<file path="src/rtl/amm_write_master.sv">
// rtl/amm_write_master.sv - Avalon-MM single-beat write master fed by a show-ahead FIFO
module amm_write_master #(
    parameter int ADDRESSWIDTH    = 8,
    parameter int DATAWIDTH       = 32,
    parameter int FIFO_DEPTH      = 8,
    parameter int FIFO_DEPTH_LOG2 = 3
) (
    input  logic                      clk,
    input  logic                      reset,
    input  logic                      control_fixed_location,
    input  logic [ADDRESSWIDTH-1:0]   control_write_base,
    input  logic [ADDRESSWIDTH-1:0]   control_write_length,
    input  logic                      control_go,
    output logic                      control_done,
    input  logic                      user_write_buffer,
    input  logic [DATAWIDTH-1:0]      user_buffer_data,
    output logic                      user_buffer_full,
    output logic [ADDRESSWIDTH-1:0]   master_address,
    output logic                      master_write,
    output logic [DATAWIDTH/8-1:0]    master_byteenable,
    output logic [DATAWIDTH-1:0]      master_writedata,
    input  logic                      master_waitrequest
);
    localparam int BYTES = DATAWIDTH / 8;
    localparam logic [ADDRESSWIDTH-1:0]    STEP       = ADDRESSWIDTH'(BYTES);
    localparam logic [ADDRESSWIDTH-1:0]    ALIGN_MASK = ~(ADDRESSWIDTH'(BYTES - 1));
    localparam logic [FIFO_DEPTH_LOG2:0]   DEPTH      = (FIFO_DEPTH_LOG2 + 1)'(FIFO_DEPTH);

    typedef enum logic {IDLE, WRITE} state_t;

    state_t                      state;
    logic [DATAWIDTH-1:0]        mem [FIFO_DEPTH];
    logic [FIFO_DEPTH_LOG2-1:0]  rd_ptr;
    logic [FIFO_DEPTH_LOG2-1:0]  wr_ptr;
    logic [FIFO_DEPTH_LOG2:0]    count;
    logic [FIFO_DEPTH_LOG2:0]    count_next;
    logic [ADDRESSWIDTH-1:0]     address;
    logic [ADDRESSWIDTH-1:0]     remaining;
    logic                        fixed;
    logic                        full_r;
    logic                        fifo_empty;
    logic                        push;
    logic                        pop;
    logic [ADDRESSWIDTH-1:0]     aligned_base;
    logic [ADDRESSWIDTH-1:0]     aligned_length;

    assign fifo_empty     = (count == '0);
    // Fullness is judged on the current count, so a push into a full FIFO is dropped even alongside a pop.
    assign push           = user_write_buffer && (count != DEPTH);
    assign pop            = master_write && !master_waitrequest;
    assign aligned_base   = control_write_base & ALIGN_MASK;
    assign aligned_length = control_write_length & ALIGN_MASK;

    assign master_write      = (state == WRITE) && !fifo_empty;
    assign master_address    = address;
    assign master_byteenable = '1;
    assign master_writedata  = fifo_empty ? '0 : mem[rd_ptr];
    assign control_done      = (state == IDLE);
    assign user_buffer_full  = full_r;

    always_comb begin
        count_next = count;
        case ({push, pop})
            2'b10:   count_next = count + 1'b1;
            2'b01:   count_next = count - 1'b1;
            default: count_next = count;
        endcase
    end

    always_ff @(posedge clk) begin
        if (push) begin
            mem[wr_ptr] <= user_buffer_data;
        end
    end

    always_ff @(posedge clk or negedge reset) begin
        if (!reset) begin
            state     <= IDLE;
            address   <= '0;
            remaining <= '0;
            fixed     <= 1'b0;
            rd_ptr    <= '0;
            wr_ptr    <= '0;
            count     <= '0;
            full_r    <= 1'b0;
        end else begin
            if (push) begin
                wr_ptr <= wr_ptr + 1'b1;
            end
            if (pop) begin
                rd_ptr <= rd_ptr + 1'b1;
            end
            count  <= count_next;
            full_r <= (count_next == DEPTH);

            case (state)
                IDLE: begin
                    if (control_go && aligned_length != '0) begin
                        state     <= WRITE;
                        address   <= aligned_base;
                        remaining <= aligned_length;
                        fixed     <= control_fixed_location;
                    end
                end
                WRITE: begin
                    if (pop) begin
                        remaining <= remaining - STEP;
                        if (!fixed) begin
                            address <= address + STEP;
                        end
                        if (remaining == STEP) begin
                            state <= IDLE;
                        end
                    end
                end
                default: state <= IDLE;
            endcase
        end
    end
endmodule
</file>
<file path="config.mk">
export PLATFORM = sky130hd
export DESIGN_NAME = amm_write_master
export DESIGN_NICKNAME = d
export VERILOG_FILES = /design/src/rtl/amm_write_master.sv
export SDC_FILE = /design/constraint.sdc
export NUM_CORES = 1
export LEC_CHECK = 0
export ABC_AREA = 1
export ABC_CLOCK_PERIOD_IN_PS = 8200
export BUFFER_PORTS_ARGS = -buffer_cell sky130_fd_sc_hd__buf_2
export CAP_MARGIN = 0
export CORE_ASPECT_RATIO = 0.9
export CORE_UTILIZATION = 30
export CTS_CLUSTER_DIAMETER = 80
export DETAILED_ROUTE_END_ITERATION = 8
export PLACE_DENSITY = 0.57
export SLEW_MARGIN = 20
export SYNTH_ARGS = -nofsm -noshare
export SYNTH_HDL_FRONTEND = slang
export SYNTH_SLANG_ARGS = --single-unit
</file>
<file path="constraint.sdc">
create_clock -name clk -period 8.2 [get_ports clk]
set_input_delay 0.82 -clock clk [delete_from_list [all_inputs] [get_ports clk]]
set_output_delay 0.82 -clock clk [all_outputs]
set_load 0.02 [all_outputs]
</file>
; Word level (Yosys, flattened, before mapping)
; Memories as Yosys holds them, arrays and structs flattened.
; Cells that the tools add are included.
[word_totals]
regBits = 29
mem_bits_rw = 256
input_bits = 54
n_memories = 1
[op_classes]
n_addsub = 6
n_eq_ne = 8
n_mux = 15
bitwise = 1
n_reduce_logical = 11
[mem_list]
columns = memory, words, word_bits, read_ports, rd_ports_with_merged_regs, wr, line_no
row1 = mem, 8, 32, 1, 0, 1, 32  ; logic [DATAWIDTH-1:0] mem [FIFO_DEPTH];
[ops]
columns = op, n
row1 = 8-bit 2-to-1 mux, 5
row2 = 32-bit 2-to-1 mux, 1
row3 = 8-bit one-hot mux with 2 select lines, 2
row4 = "8-bit by 3-bit adder with 8-bit output, second input constant", 1
row5 = "8-bit by 3-bit == test with 1-bit output, second input constant", 1
row6 = 4-bit one-hot mux with 2 select lines, 1
row7 = 8-bit nonzero test, 1
row8 = "8-bit by 3-bit subtractor with 8-bit output, second input constant", 1
row9 = "3-bit by 1-bit adder with 3-bit output, second input constant", 2
row10 = 1-bit 2-to-1 mux, 5
row11 = "4-bit by 1-bit adder with 4-bit output, second input constant", 1
row12 = "4-bit == test, second input constant", 1
row13 = 1-bit logical AND, 4
row14 = 4-bit logical NOT, 1
row15 = "2-bit by 1-bit inequality test with 1-bit output, second input constant", 2
row16 = "4-bit inequality test, second input constant", 1
row17 = 2-bit AND reduction, 2
row18 = "4-bit by 1-bit subtractor with 4-bit output, second input constant", 1
row19 = 3-bit AND reduction, 1
row20 = "2-bit by 1-bit == test with 1-bit output, second input constant", 1
row21 = "2-bit == test, second input constant", 1
row22 = 1-bit logical NOT, 2
row23 = "2-bit inequality test, second input constant", 1
row24 = 1-bit one-hot mux with 2 select lines, 1
row25 = 1-bit inverter, 1

; Logic depth before layout (Yosys ltp)
; Gate-level depths: netlist of run 1.
[depth]
depth_word = 7
mapped_depth = 15
mapped_depth_nobuf = 15

; Worst setup path before layout of run 1
; No wires, ideal clock.
[synth_timing]
path_kind = in2reg
start = input user_write_buffer
end = memory mem[0][0], enable pin
t_arrival_ps = 2625
t_required_ps = 7779
path_slack_ps = 5154
stages = 3
path_cell_list = nand2_1 > or2_2 > nor2_1
[synth_between]
elab_chain_len = 3
[synth_rtl]
columns = element, line_no
row1 = "start, declared", 15  ; input logic user_write_buffer,
row2 = 1-bit logical AND, 49  ; assign push = user_write_buffer && (count != DEPTH);
row3 = 1-bit 2-to-1 mux, 71  ; if (push) begin
row4 = 1-bit 2-to-1 mux (implied by the code), 72  ; mem[wr_ptr] <= user_buffer_data;
row5 = "end, declared", 32
; No other way between the ends.

; Worst setup path after layout of run 1
[layout_timing]
start = register rd_ptr[0]
end = output master_writedata[20]
[layout_between]
elab_chain_len = 2
[layout_rtl]
columns = element, line_no
row1 = "start, declared", 33  ; logic [FIFO_DEPTH_LOG2-1:0] rd_ptr;
row2 = "start signal, assigned", 91  ; rd_ptr <= rd_ptr + 1'b1;
row3 = memory read 8 x 32 bit, n/a
row4 = 32-bit 2-to-1 mux, 57  ; assign master_writedata = fifo_empty ? '0 : mem[rd_ptr];
row5 = "end, declared", 21  ; output logic [DATAWIDTH-1:0] master_writedata,
; No other way between the ends.

==> run summary, run 1 <==
Post-CTS setup buffer count = 0
Tmin final = 4.42 ns
Area leader, netlist = edfxtp_1
DR DRC count = 0
Flop pwr share = 38.3%
Status = finished clean
Gr busiest metal = met2
Routed Antenna Nets = 0
Distinct cells, synth = 28
WP data arrival = 3.60 ns
Seq. cell area = 8320 sq um
CP startpoint kind = flip-flop
Clk network pwr share = 24.9%
Synth cell count leaders = nor2_1, edfxtp_1, o21ai_0
Register-to-Register Path Depth = 13
Vias in the first global route = 7,112
CP top delay family = buffers and inverters
Wire per inst = 15.9 um
Comb pwr share = 36.8%
Max cap viols = 0
Post-DR vias/cell = 4.53
Wirelength, routed = 26.0 mm
Slew @ Worst Pin = 1.06 ns
Clock skew = 0.0157 ns
EDFF count, synth = 256
PortBufs = 90
Max incr delay on CP = 0.85 ns
Top cells by area, synth = edfxtp_1, nor2_1, o21ai_0, dfrtp_1, o21ai_1
Setup WS pre-CTS = 4.32 ns
Sequential fraction of the synthesis area = 71.2%
Area growth syn-to-layout = 16.1%
Synth top area share = 65.9%
Die W = 210 um
Internal power = 3.11 mW
Largest net degree at the start of global routing = 97
TNS Setup = 0 ns
Count of buffer and inverter cells on the critical path = 3
Static leakage = 4.79 nW
Max-slew violation count = 0
Power Dens Cells = 378 nW/um^2
Filler Cells Inserted = 3,720
Die Y = 189 um
Crit path kind = flip-flop to primary output
Final period util = 53.9%
RSZ-0062 raised after global routing = no
HP Class = input pin to asynchronous set/reset pin
Met2 Use GR = 22.2%
First-pass GRT wire length = 40.2 mm
Hold_buf cts = 0
Cells after Synth = 1,008
Initial antenna violation count = 5
Most frequent cell after synthesis = nor2_1
GRT met3 Usage = 2.50%
RD Place Congestion = 0.757
DRT Pass-1 Iters = 6
CTS Root Cell = clkbuf_16
Total GRT Usage = 13.0%
Layout cells sized above 1 = 14.7%
Slowest CP cell = clkinv_2
Synthesized cell area = 11,700 sq um
Ys async rst share = 8.90%
Worst-Skew Late Latency = 0.58 ns
Critical-path maximum fanout = 71
NetSw = 2.00 mW
Die area = 39,700 sq um
Yosys Warn Count = 0
Critical path depth in cells = 7
Row count = 68
Worst setup EP type = primary output
Gr ovfl total = 0
Total number of vias = 7,396
Num Clock Sinks = 281
Nets@finish = 1,148
Setup-failing EPs final = 0
CTS tree = yes
Max-Slew Margin vs Limit = 29.5%
Number of hold violations in the final report = 0
Met1 usage = 16.8%
Syn Area/Cell = 11.6 sq um
Longest Clk Path Bufs = 3
Peak Freq = 226 MHz
Core area = 38,400 sq um
Crit path required time = 7.38 ns
IO Pins = 101
Dpl hpwl = 14.0 mm
Post-cts gate resize count = 0
CTS buffer count = 30
Top FF cell, synth = edfxtp_1
Max VDD drop = 0.196 mV
Most frequent CP cell = o21ai_0
Starting Density = 30.4%
Htree depth = 1
Final WS setup = 3.78 ns
Critical-path cell list = clkinv_2 > buf_4 > o21ai_0 > o21ai_0 > o21ai_0 > nor2_1 > buf_2
DRT iter0 DRCs = 487
Worst-path clk slew = 0.06 ns
Multi-input logic area = 2960 sq um
Switching share of power = 39.1%
Synth Register Bits = 281
-- power by group through the flow --
| stage | logic [mW] | clock network [mW] | registers, mW |
|---|---|---|---|
| detailed placement | 1.92 | 0 | 1.99 |
| finish | 1.89 | 1.27 | 1.96 |
| CTS | 1.92 | 1.31 | 1.96 |
| floorplan | 1.39 | 0 | 1.94 |
| global route | 2.13 | 1.36 | 1.99 |
| global placement | 1.90 | 0 | 1.99 |
-- layout make-up --
| type | count | area share, % |
|---|---|---|
| well taps | 525 | 4.85 |
| inverters | 29 | 0.813 |
| multi-input cells | 641 | 21.9 |
| repair buffers | 103 | 4.19 |
| flip-flops and latches | 281 | 61.4 |
| clock inverters | 17 | 1.16 |
| diodes | 2 | 0.0369 |
| clock buffers | 35 | 5.68 |
-- layout by cell type, fill, tap and decap left out, drive strengths merged, types with 3 or more instances in the layout --
cell	n
nor2	280
edfxtp	256
o21ai	243
buf	103
nand2	58
clkbuf	35
inv	29
dfrtp	25
nand3	23
clkinv	14
ha	8
a21oi	6
conb	6
xor2	5
nand4	4
or2	3
-- worst register-to-register path, stage by stage (launching register included) --
cell	delay, ns
dfrtp_1	0.43
nor2_2	0.16
nand3_2	0.77
nand3_2	0.48
inv_1	0.16
ha_1	0.28
nand2_1	0.09
nand2_1	0.07
ha_1	0.17
a21oi_1	0.17
o21ai_0	0.13
nand3_1	0.12
o211ai_1	0.10
nor2_1	0.13
-- kinds of logic after synthesis --
group           after synthesis  share of synthesized area [%]
compound gates              252                           10.9
xor+xnor                      7                          0.525
fa+ha+maj                     8                          0.858
buf+inv                      90                           4.02
flops                       281                           71.2
other cells                   2                         0.0644
simple gates                368                           12.4
-- flip-flops by register name (all words and copies together) (netlist names) --
register,cells
mem,256
wr_ptr,3
user_buffer_full,1
count,4
master_address,6
remaining,6
state,1
fixed,1
rd_ptr,3
-- worst paths after layout --
path / start / to / slack [ns]
max in group asynchronous: reset / rd_ptr[0] / 7.48
setup / recovery: rd_ptr[0] / master_writedata[20] / 3.78
hold / removal: reset / user_buffer_full / 0.26
setup reg to reg: count[0] / user_buffer_full / 4.88
min in group clk: user_buffer_data[29] / mem[2][29] / 0.51
hold reg to reg: fixed / fixed / 0.53
-- metrics by stage --
stage	utilization (%)	power (mW)	hold slack, ns	cells	area, sq um
after CTS	35.2	5.19	0.268	1630	13500
final	35.3	5.12	0.262	1633	13600
after floorplan	-	3.32	0.491	1012	11700
after global routing	35.3	5.48	0.303	1631	13500
after detailed placement	32.8	3.91	0.520	1578	12600
after global placement	32.8	3.88	0.509	1578	12600
-- metal layers --
| layer | vias up | wire, um | part of all wire [%] |
|---|---|---|---|
| met1 | 3546 | 11900 | 46 |
| met5 | - | 30 | 0.12 |
| met2 | 129 | 12200 | 47 |
| li1 | 3674 | - | - |
| met3 | 41 | 1300 | 5.0 |
| met4 | 6 | 520 | 2.0 |
No activity file was read; power rests on OpenSTA's default activity.
==> run 2: changes to the inputs <==
Settings changed: ABC_CLOCK_PERIOD_IN_PS 8200 to 4480.
Clock period 8.2 ns to 4.48 ns, I/O delays scaled along.
==> run 2 against run 1 <==
- clock skew grew 0.0042 ns
- highest routed layer unchanged
- clock power rose by 81%
- global-route usage increased by 0.32 points
- largest power group unchanged
- combinational power up 79%
- final cell count up 0.49%
- design area is 0.16% higher
- core utilization grew 0.055 points
- critical endpoint is now master_writedata[1]
- clock-buffer cell count is 3 higher
- sequential share of layout area is 0.096 points lower
==> run summary, run 2 (synthesis results as in run 1) <==
Die W = 210 um
Worst setup EP type = primary output
Dpl cell area = 12,600 sq um
Setup-failing EPs final = 0
WP data arrival = 2.92 ns
Total power draw = 9.37 mW
Fin area = 13,600 sq um
Die Y = 189 um
Cells after DPL = 1,584
CP startpoint kind = flip-flop
PortBufs = 90
Hold WS = 0.158 ns
CTS Root Cell = clkbuf_16
Layout cells sized above 1 = 14.5%
Wire per inst = 16.1 um
Wirelength, routed = 26.4 mm
Total number of vias = 7,538
Tmin final = 3.37 ns
Max-Slew Margin vs Limit = 31.6%
Most frequent cells in the layout = nor2_1, edfxtp_1, o21ai_0, buf_2, o21ai_1
Crit path kind = flip-flop to primary output
Static leakage = 4.80 nW
Htree depth = 1
Critical-path maximum fanout = 61
Largest net degree at the start of global routing = 81
Starting Density = 30.4%
Post-DR vias/cell = 4.59
Seq. cell area = 8320 sq um
Num Clock Sinks = 281
Worst-path clk slew = 0.06 ns
Vias in the first global route = 7,286
Peak Freq = 297 MHz
Worst-Skew Late Latency = 0.56 ns
Number of hold violations in the final report = 0
Max-slew violation count = 0
Routed Antenna Nets = 0
Core area = 38,400 sq um
Largest Register = mem
Dpl hpwl = 14.9 mm
Area growth syn-to-layout = 16.3%
Max cap viols = 0
Max reg flops = 256
Longest Clk Path Bufs = 3
IO Pins = 101
Nets@finish = 1,154
Max VDD drop = 0.400 mV
CTS tree = yes
Final WS setup = 1.11 ns
DRT Pass-1 Iters = 4
Die area = 39,700 sq um
Status = finished clean
Gr ovfl total = 0
Post-CTS setup buffer count = 0
HP Class = input pin to flip-flop
Row count = 68
Most common cell after layout, fill and taps aside = nor2_1
Multi-input logic area = 2960 sq um
Slew @ Worst Pin = 1.02 ns
DRT iter0 DRCs = 499
First-pass GRT wire length = 41.4 mm
Filler Cells Inserted = 3,781
Clock skew = 0.0199 ns
Initial antenna violation count = 4
DR DRC count = 0
RD Place Congestion = 0.749
Crit path required time = 4.03 ns
Final period util = 75.2%
Power Dens Cells = 690 nW/um^2
Register-to-Register Path Depth = 15
Fin cells = 1,641
CTS buffer count = 30
Worst Hold Depth = 1
TNS Setup = 0 ns
Final Util = 35.4%
Setup WS pre-CTS = 1.61 ns
RSZ-0062 raised after global routing = no
Total GRT Usage = 13.3%
==> run 2: cell count changes in the layout (fill, tap and decap cells not counted), sizes merged <==
cell         change
buf              +5
clkbuf           +3
clkinv           +1
clkinvlp         -1
dlygate4sd3      +1
inv              -1
==> run 2: routing by layer <==
layer | GRT usage, % | up-vias | routed length [um] | share of wire [%]
met3 | 2.31 | 32 | 991 | 3.8
met5 | 0 | - | 22 | 0.083
met1 | 17.7 | 3702 | 12300 | 46
met2 | 22.7 | 115 | 12700 | 48
li1 | - | 3685 | - | -
met4 | 2.98 | 4 | 390 | 1.5
==> run 2: layout make-up <==
type,count,area share (%)
repair buffers,109,4.39
inverters,29,0.811
clock buffers,38,5.75
multi-input cells,641,21.8
clock inverters,16,1.03
diodes,2,0.0369
flip-flops and latches,281,61.3
well taps,525,4.84
==> run 2: where the power goes <==
| part | switching (mW) | leakage (nW) | internal [mW] | total, mW |
|---|---|---|---|---|
| combinational | 2.35 | 1.74 | 1.04 | 3.39 |
| clock | 0.965 | 0.442 | 1.34 | 2.30 |
| sequential | 0.345 | 2.62 | 3.33 | 3.68 |
==> run 2: worst paths after layout <==
check                                           from                  end  slack (ns)
worst max-delay path                       rd_ptr[0]  master_writedata[1]        1.11
worst min-delay path            user_buffer_data[23]           mem[7][23]        0.16
worst max register to register              count[2]     user_buffer_full        1.72
worst min register to register             wr_ptr[0]            wr_ptr[0]        0.54
max in group asynchronous                      reset            rd_ptr[0]        3.59
min in group asynchronous                      reset         remaining[6]        0.44
==> run 2: worst max-delay path, stage by stage (launching register included) <==
cell     delay, ns
dfrtp_4       0.85
buf_4         0.47
nor2_1        0.09
nor2_1        0.09
o21ai_0       0.09
o21ai_0       0.10
o21ai_0       0.09
nor2_1        0.31
buf_2         0.23
==> run 2: what timing repair did <==
| item | CTS | global route |
|---|---|---|
| hold endpoints to repair | 25 | 0 |
| resized for setup | 0 | 0 |
| hold buffers | 1 | 0 |
==> run 3: changes to the inputs <==
Settings changed: ABC_AREA 1 to 0, ABC_CLOCK_PERIOD_IN_PS 4480 to 3400.
Clock period 4.48 ns to 3.4 ns, I/O delays scaled along.
==> run 3 against run 2 <==
- core utilization rose by 1.4 points
- combinational power grew 19%
- total power up 26%
- design area decreased by 1.2%
- worst setup slack worse by 0.65 ns
- critical endpoint is now master_writedata[26]
- largest power group unchanged
==> run summary, run 3 <==
Status = finished clean
Flop pwr share = 40.2%
Synthesized cell area = 11,200 sq um
Max cap viols = 0
Yosys Warn Count = 0
HP Class = input pin to flip-flop
Crit path kind = flip-flop to primary output
PortBufs = 90
DR DRC count = 0
Ys async rst share = 8.90%
Cells after Synth = 578
Most frequent cell after synthesis = edfxtp_1
Gr ovfl total = 0
Htree depth = 1
Multi-input logic area = 2820 sq um
Static leakage = 4.64 nW
Clk network pwr share = 25.8%
EDFF count, synth = 256
Die W = 206 um
Critical-path maximum fanout = 18
WP data arrival = 2.60 ns
CP startpoint kind = flip-flop
Synth top area share = 68.3%
CP top delay family = multiplexers
Post-DR vias/cell = 4.69
Crit path required time = 3.06 ns
Wirelength, routed = 23.0 mm
Max reg flops = 256
Worst setup EP type = primary output
Max VDD drop = 0.429 mV
Total GRT Usage = 12.5%
Slew @ Worst Pin = 0.607 ns
Clock skew = 0.00940 ns
Dpl hpwl = 13.4 mm
Initial antenna violation count = 3
CTS tree = yes
Most common cell after layout, fill and taps aside = edfxtp_1
RD Place Congestion = 0.760
Tmin final = 2.94 ns
Longest Clk Path Bufs = 3
Routed Antenna Nets = 0
Final period util = 86.3%
Worst-path clk slew = 0.06 ns
Most frequent cells in the layout = edfxtp_1, buf_2, mux4_2, nor2_1, mux2i_1
NetSw = 3.91 mW
Number of hold violations in the final report = 0
Syn Area/Cell = 19.5 sq um
Peak Freq = 341 MHz
Distinct cells, synth = 47
DRT Pass-1 Iters = 4
Sequential fraction of the synthesis area = 73.9%
Critical-path cell list = buf_4 > mux4_2 > mux2i_1 > nor2_1 > buf_2
Top FF cell, synth = edfxtp_1
Synth Register Bits = 281
Area leader, netlist = edfxtp_1
Seq. cell area = 8320 sq um
CTS buffer count = 29
Worst-Skew Late Latency = 0.55 ns
Largest Register = mem
IO Pins = 101
Comb pwr share = 34.1%
Slowest CP cell = dfrtp_4
Power Dens Cells = 881 nW/um^2
Max incr delay on CP = 0.66 ns
CTS Root Cell = clkbuf_16
Die area = 38,300 sq um
RSZ-0062 raised after global routing = no
Internal power = 7.90 mW
Top cells by area, synth = edfxtp_1, mux4_2, dfrtp_1, mux2i_1, nor2_1
Largest net degree at the start of global routing = 39
Core area = 36,500 sq um
Final Util = 36.7%
Nets@finish = 756
Layout cells sized above 1 = 33.3%
Post-cts gate resize count = 0
Switching share of power = 33.1%
Total number of vias = 5,590
Max-slew violation count = 0
TNS Setup = 0 ns
Starting Density = 30.8%
First-pass GRT wire length = 35.4 mm
Setup-failing EPs final = 0
Vias in the first global route = 5,697
Area growth syn-to-layout = 19.1%
Num Clock Sinks = 281
Filler Cells Inserted = 3,379
Row count = 66
Die Y = 186 um
Max-Slew Margin vs Limit = 59.4%
Wire per inst = 19.3 um
Synth cell count leaders = edfxtp_1, mux4_2, nor2_1
Count of buffer and inverter cells on the critical path = 2
DRT iter0 DRCs = 347
[run 3: timing repair]
action / in CTS / in global routing
setup endpoints to repair: 0 / 0
hold buffers: 1 / 0
buffers inserted: 0 / 0
hold endpoints to repair: 25 / 0
[run 3: cell families after synthesis]
logic type	after synthesis	share of synthesized area [%]
xor gates and xnor gates	7	0.545
buffers and inverters	44	1.85
and+or+nand+nor	99	4.15
muxes	108	16.8
DFF	281	73.9
other	2	0.0668
AOI/OAI and AO/OA	29	1.84
adders and majority gates	8	0.890
[run 3: layout make-up]
class                      count  share of cell area [%]
timing repair buffer         112                    5.27
inverter                      13                   0.364
sequential                   281                    62.1
tap                          476                    4.44
clock buffer                  32                    5.50
clock inverter                17                    1.22
antenna                        4                  0.0747
multi-input combinational    257                    21.0
[run 3: stage by stage]
step	cells	total power [mW]	setup slack, ns	area [sq um]	hold WS [ns]
after floorplan	582	7.53	0.504	11300	0.0444
after global placement	1138	8.91	0.653	12500	0.383
after detailed placement	1138	8.95	0.603	12500	0.388
after CTS	1188	12.0	0.385	13400	0.00365
after global routing	1188	12.5	0.284	13400	0.0217
final	1192	11.8	0.465	13400	0.0353
[run 3: worst paths after layout]
path	start	end	slack, ns	cells past startpoint
max	rd_ptr[0]	master_writedata[26]	0.46	5
min	control_fixed_location	fixed	0.04	2
max reg2reg	count[1]	user_buffer_full	0.63	11
min reg2reg	fixed	fixed	0.54	1
max in group asynchronous	reset	rd_ptr[1]	2.60	2
min in group asynchronous	reset	master_address[3]	0.35	2
[run 3: per-layer routing]
layer	up-vias	global-route usage (%)	part of all wire, %
met1	2889	17.9	46
met2	117	19.2	47
li1	2548	-	-
met5	-	0	0.035
met3	34	2.80	5.2
met4	2	3.00	1.9
[run 3: power by group through the flow]
stage               sequential [mW]  clock (mW)  combinational (mW)
floorplan                      4.67           0                2.86
global placement               4.81           0                4.10
detailed placement             4.82           0                4.13
CTS                            4.76        3.12                4.14
global route                   4.82        3.25                4.39
finish                         4.75        3.04                4.02
